[src/rtl/pipe_pkg.sv]
// Shared definitions for the skid-buffered pipeline stage.
package pipe_pkg;
  localparam int OCC_W = 2;

  // Encoding equals the number of held entries, so the state doubles as occupancy.
  typedef enum logic [OCC_W-1:0] {
    EMPTY = 2'd0,
    ONE   = 2'd1,
    TWO   = 2'd2
  } state_t;
endpackage

[src/rtl/pipe_entry_reg.sv]
// One payload entry: loadable register with reset and a masked clear on flush.
module pipe_entry_reg import pipe_pkg::*; #(
  parameter int                DATA_W     = 256,
  parameter logic [DATA_W-1:0] CLEAR_MASK = '1
) (
  input  logic              clk,
  input  logic              rst,
  input  logic              load,
  input  logic              flush,
  input  logic [DATA_W-1:0] d,
  output logic [DATA_W-1:0] q
);

  always_ff @(posedge clk) begin
    if (rst) begin
      q <= '0;
    end else if (flush) begin
      q <= q & ~CLEAR_MASK;
    end else if (load) begin
      q <= d;
    end
  end

endmodule

[src/rtl/pipe_skid_stage.sv]
// Valid/ready pipeline stage with a one-entry skid buffer; in_ready is registered.
//
// state | meaning
// EMPTY | no entry held; out_valid=0
// ONE   | main entry valid and presented on out_data
// TWO   | main and skid valid; upstream stalled (in_ready=0)
module pipe_skid_stage import pipe_pkg::*; #(
  parameter int                DATA_W     = 256,
  parameter logic [DATA_W-1:0] CLEAR_MASK = '1
) (
  input  logic              clk,
  input  logic              rst,
  input  logic              in_valid,
  output logic              in_ready,
  input  logic [DATA_W-1:0] in_data,
  output logic              out_valid,
  input  logic              out_ready,
  output logic [DATA_W-1:0] out_data,
  input  logic              flush,
  output logic [OCC_W-1:0]  occupancy
);

  state_t            state, state_nxt;
  logic              accept, emit;
  logic              load_main, load_skid, main_from_skid;
  logic [DATA_W-1:0] main_d, skid_q;

  assign accept = in_valid && in_ready;
  assign emit   = out_valid && out_ready;
  assign main_d = main_from_skid ? skid_q : in_data;

  always_comb begin
    state_nxt      = state;
    load_main      = 1'b0;
    load_skid      = 1'b0;
    main_from_skid = 1'b0;
    if (flush) begin
      state_nxt = EMPTY;
    end else begin
      case (state)
        EMPTY: begin
          if (accept) begin
            state_nxt = ONE;
            load_main = 1'b1;
          end
        end
        ONE: begin
          if (accept && emit) begin
            load_main = 1'b1;
          end else if (accept) begin
            state_nxt = TWO;
            load_skid = 1'b1;
          end else if (emit) begin
            state_nxt = EMPTY;
          end
        end
        TWO: begin
          if (emit) begin
            state_nxt      = ONE;
            load_main      = 1'b1;
            main_from_skid = 1'b1;
          end
        end
        default: state_nxt = EMPTY;
      endcase
    end
  end

  // Handshake outputs are registered from the next state so they come straight off flops.
  always_ff @(posedge clk) begin
    if (rst) begin
      state     <= EMPTY;
      in_ready  <= 1'b1;
      out_valid <= 1'b0;
      occupancy <= '0;
    end else begin
      state     <= state_nxt;
      in_ready  <= (state_nxt != TWO);
      out_valid <= (state_nxt != EMPTY);
      occupancy <= state_nxt;
    end
  end

  pipe_entry_reg #(.DATA_W(DATA_W), .CLEAR_MASK(CLEAR_MASK)) u_main (
    .clk   (clk),
    .rst   (rst),
    .load  (load_main),
    .flush (flush),
    .d     (main_d),
    .q     (out_data)
  );

  pipe_entry_reg #(.DATA_W(DATA_W), .CLEAR_MASK(CLEAR_MASK)) u_skid (
    .clk   (clk),
    .rst   (rst),
    .load  (load_skid),
    .flush (flush),
    .d     (in_data),
    .q     (skid_q)
  );

endmodule

[config.mk]
export PLATFORM = sky130hd
export DESIGN_NAME = pipe_skid_stage
export DESIGN_NICKNAME = d
export VERILOG_FILES = /design/src/rtl/pipe_pkg.sv /design/src/rtl/pipe_entry_reg.sv /design/src/rtl/pipe_skid_stage.sv
export SDC_FILE = /design/constraint.sdc
export NUM_CORES = 1
export LEC_CHECK = 0
export CAP_MARGIN = 0
export CORE_ASPECT_RATIO = 1.25
export CORE_MARGIN = 4
export CORE_UTILIZATION = 25
export CTS_BUF_LIST = sky130_fd_sc_hd__clkbuf_4 sky130_fd_sc_hd__clkbuf_8
export CTS_CLUSTER_DIAMETER = 100
export DETAILED_ROUTE_END_ITERATION = 7
export SLEW_MARGIN = 20
export SYNTH_ARGS = -nofsm -noshare
export SYNTH_HDL_FRONTEND = slang
export SYNTH_SLANG_ARGS = --single-unit
export TNS_END_PERCENT = 20
[constraint.sdc]
create_clock -name clk -period 2.55 [get_ports clk]
set_clock_uncertainty 0.05 [all_clocks]
set_input_delay 0.255 -clock clk [delete_from_list [all_inputs] [get_ports clk]]
set_output_delay 0.255 -clock clk [all_outputs]
set_load 0.01 [all_outputs]
# After elaboration in Yosys (flattened, before gate mapping)

Index checks and enable logic that the tools add are counted.

Flip-flop bits (word level): 516
Input bits: 261
Logic and storage cells: 32

Equality and inequality tests: 3
Mux-type cells: 18
Reductions and logical operators: 6

Operators by type and width:

| kind               | number |
|---|---|
| $mux 256           | 1 |
| $mux 2             | 6 |
| $mux 1             | 9 |
| $pmux 2 s3         | 1 |
| $logic_and 1x1->1  | 3 |
| $pmux 1 s3         | 1 |
| $eq 2x1->1 const B | 1 |
| $eq 2x2->1 const B | 1 |
| $logic_not 2->1    | 1 |
| $ne 2x2->1 const B | 1 |
| $reduce_bool 2->1  | 1 |
| $reduce_or 2->1    | 1 |

# Depth between registers and ports, before layout

Word-level depth: 7
Gate-level depth with buffers: 8
Mapped depth without buffers: 4

# By module

A second synthesis with hierarchy kept.

Cells, all modules: 1962
Area, all modules: 22203.8 um^2

Modules (own cells, without submodules):

| module          | times used | cells an instance | area an instance (um^2) | seq. area each (um^2) |
|---|---|---|---|---|
| pipe_entry_reg  | 2          | 827               | 9342.7                  | 5124.9 |
| pipe_skid_stage | 1          | 308               | 3518.4                  | 80.1 |

# Worst setup path before layout

OpenSTA, ideal clock, no wires.

Path type: reg2reg
From: reg state[1]
To: reg u_main.q[191]
Arrival time: 1.493 ns
Path slack: 0.882 ns
Cell stages (with the launch flop): 9
Period minus slack after synthesis: 1.668 ns
Cells stage by stage: dfxtp_1 -> buf_4 -> nand4b_4 -> or2_2 -> clkbuf_1 -> buf_2 -> buf_2 -> nand2_1 -> a31oi_1

Word-level cells in the longest chain between the ends: 4

RTL lines:

| item                     | RTL line              | source |
|---|---|---|
| start: declaration       | pipe_skid_stage.sv:23 | `state_t state, state_nxt;` |
| start signal: assignment | pipe_skid_stage.sv:77 | `state <= state_nxt;` |
| $eq 2x2->1               | pipe_skid_stage.sv:40 | `case (state)` |
| $mux 1                   | pipe_skid_stage.sv:40 |  |
| $mux 1                   | pipe_skid_stage.sv:37 | `if (flush) begin` |
| $mux 256                 | pipe_skid_stage.sv:30 | `assign main_d = main_from_skid ? skid_q : in_data;` |
| end signal: assignment   | pipe_entry_reg.sv:18  | `q <= q & ~CLEAR_MASK;` |
| end: declaration         | pipe_entry_reg.sv:11  | `output logic [DATA_W-1:0] q` |

Several ways; a longest one is shown, not always the timed one.
A chain may end at the register's enable or synchronous reset.

==> impl_results.md <==
- Final HPWL DP: 47000 um
- Critical path required time: 2.25 ns
- GP Congestion: 0.784
- Share of post-route cells with drive strength above 1: 8.76%
- Crit Path Category: register to primary output
- Worst R2R Path Depth: 6
- Routed length per instance: 16.4 um
- Max H-tree Level: 3
- Worst Tran Pin Value: 0.546 ns
- Post-Layout Cell Count: 4171
- Worst path cell trace: clkdlybuf4s50_1
- Via-per-instance ratio: 4.60
- Final worst-path cycle share: 88.4%
- Post-synthesis register bit count: 516
- Area Overhead vs Synth: 45.3%
- DRT iter0 DRCs: 1298
- Crit path DAT: 1.95 ns
- VDD IR-drop max: 0.355 mV
- Worst-skew pair later-pin latency: 0.67 ns
- Static leakage: 10.0 nW
- Post-synthesis sequential area ratio: 52.9%
- Yosys warning count: 0
- Cell Area, Synth: 19500 um^2
- Root Driver: clkbuf_8
- Initial antenna violation count: 11
- Worst path max stage delay: 0.73 ns
- Cell family with the largest share of critical-path delay: buffers and inverters
- Io pins: 521
- Setup tns final: 0 ns
- First-pass GRT wire length: 106000 um
- Clock Path Buffers: 3
- Row cnt: 114
- Placed cell count: 4009
- Status: finished clean
- FF-to-FF End: u_main.q[66]
- Post CTS Setup Buffer Count: 0
- GRT Total Usage: 15.9%
- Vias: 19.2k
- FF-to-FF Start: state[0]
- CP max stage cell: clkdlybuf4s50_1
- Setup violations, final: 0
- Die area: 82700 um^2
- Synth unique cells: 24
- Initial Utilization: 25.2%
- Top-area cell type share of the netlist area: 52.9%
- Worst hold margin: 0.104 ns
- TritonCTS clock tree: yes
- Mapped Cells: 2560
- Final WS setup: 0.297 ns
- Clk pin slew, worst setup/hold paths: 0.06 ns
- Layout net count: 3316
- Cell accounting for the most synthesized area: dfxtp_1
- Worst Hold Launch: in_data[170]
- WHS Path Cells: 3
- Endpoints failing hold: 0
- Final Max Tran Viols: 0
- Slew headroom: 63.6%
- CP Max Fanout: 8
- Reg2reg setup slack: 0.59 ns
- Synth Area per Inst: 7.63 um^2
- Routed Wire Length: 68400 um
- Tmin final: 2.25 ns
- Max cap viols: 0
- Peak clock frequency supported by timing: 0.444 GHz
- GRT overflow: 0
- Worst Hold End: u_skid.q[170]
- Top post-synthesis cells by area: dfxtp_1 (53%), nand2_1 (20%), a31oi_1 (8.2%)
- Syn Nets: 2821
- DRT Pass-1 Iters: 5
- Worst Path Buf+Inv: 1
- Die Y-Extent: 320 um
- Pwr dens: 652 nW/um^2
- Routed Antenna Nets: 0
- Critical Path Sink Type: primary output
- CP Launch Point: state[1]
- Largest net degree at the start of global routing: 84
- Port Buffers: 520
- RSZ-0062 raised after global routing: no
- # DRC: 0
- Vias in the first global route: 18.0k
- Die Wd: 258 um
- Clock Sinks: 516
- Critical path launch point type: register
- Worst slack, placed: 0.272 ns
- Core ar.: 77500 um^2
- Post-route core utilization: 36.6%
- HP Class: input pin to register
- Inserted Clock Buffers: 87
flip-flops by register name (all words and copies together), names as in the netlist:
name       flops
state          2
u_skid.q     256
in_ready       1
u_main.q     256
out_valid      1
through the flow:
stage	instance area, um^2	total power [mW]
2_1_floorplan	19500	9.38
3_3_place_gp	26500	10.7
3_5_place_dp	26500	10.7
4_1_cts	28300	18.8
5_1_grt	28400	19.3
6_report	28400	18.5
worst max path at each step:
stage / end / slack (ns) / cells after the start
finish: occupancy[1] / 0.30 / 1
global route: occupancy[1] / 0.11 / 1
CTS: occupancy[1] / 0.13 / 1
detailed placement: u_main.q[66] / 0.27 / 7
global placement: u_main.q[77] / 0.28 / 7
floorplan: u_main.q[191] / 0.88 / 8
power breakdown:
part	internal (mW)	switching [mW]	leakage, nW
sequential	8.31	0.143	4.19
combinational	1.04	1.00	4.83
clock	4.58	3.43	0.999
total	13.9	4.58	10.0
worst register-to-register path, cell delays in order, from the launching register on:
cell	delay, ns
dfxtp_1	0.42
or2_4	0.31
o221ai_4	0.24
buf_12	0.22
buf_4	0.37
o21ai_0	0.15
a31oi_1	0.14
layout by cell type, fill, tap and decap left out, drive strengths merged:
cell and instances:
o21ai 257, and3 1, a31oi 256, clkbuf 132, mux2 1, buf 113
nand4 1, nand3 2, a21boi 1, o21a 1, diode 11, dlygate4sd3 1
bufinv 4, and3b 1, nand2 1027, clkinv 8, o221ai 1, nor2 4
nand4b 1, clkdlybuf4s50 520, or2 3, inv 6, mux2i 1, clkinvlp 1
dfxtp 516, a21oi 257
cell usage after synthesis, drive strengths merged:
master  count
a21boi      1
a21oi     257
a31oi     256
and3        1
and3b       1
buf       127
clkbuf    101
dfxtp     516
inv         1
mux2        1
mux2i       1
nand2    1027
nand3       2
nand4       1
nand4b      1
nor2        4
o21a        1
o21ai     257
o221ai      1
or2         3
cells by family after synthesis:
logic type             share of synthesized area [%]
and+or+nand+nor                                 20.2
DFF                                             52.9
AOI/OAI and AO/OA                               21.6
muxes                                          0.109
buffers and inverters                           5.21
cell type report:
| type | count | area, um^2 |
|---|---|---|
| antenna | 11 | 27.5 |
| clock buffer | 132 | 1670 |
| clock inverter | 18 | 218 |
| fill | 8066 | 49100 |
| inverter | 1 | 3.75 |
| multi-input combinational | 1815 | 8220 |
| sequential | 516 | 10300 |
| tap | 1044 | 1310 |
| timing repair buffer | 634 | 6600 |
per-layer routing:
| metal | vias to the layer above | part of all wire [%] | global-route usage [%] |
|---|---|---|---|
| li1 | 9592 | - | - |
| met1 | 8919 | 41 | 18.9 |
| met2 | 554 | 49 | 27.1 |
| met3 | 111 | 7.2 | 4.62 |
| met4 | 2 | 2.4 | 5.80 |
| met5 | - | 0.019 | 0 |
repair_timing:
item,in CTS,in global routing
hold buffers,1,0
gates resized for setup,0,0
hold endpoints to repair,1,0
No activity file was read; power rests on OpenSTA's default activity.
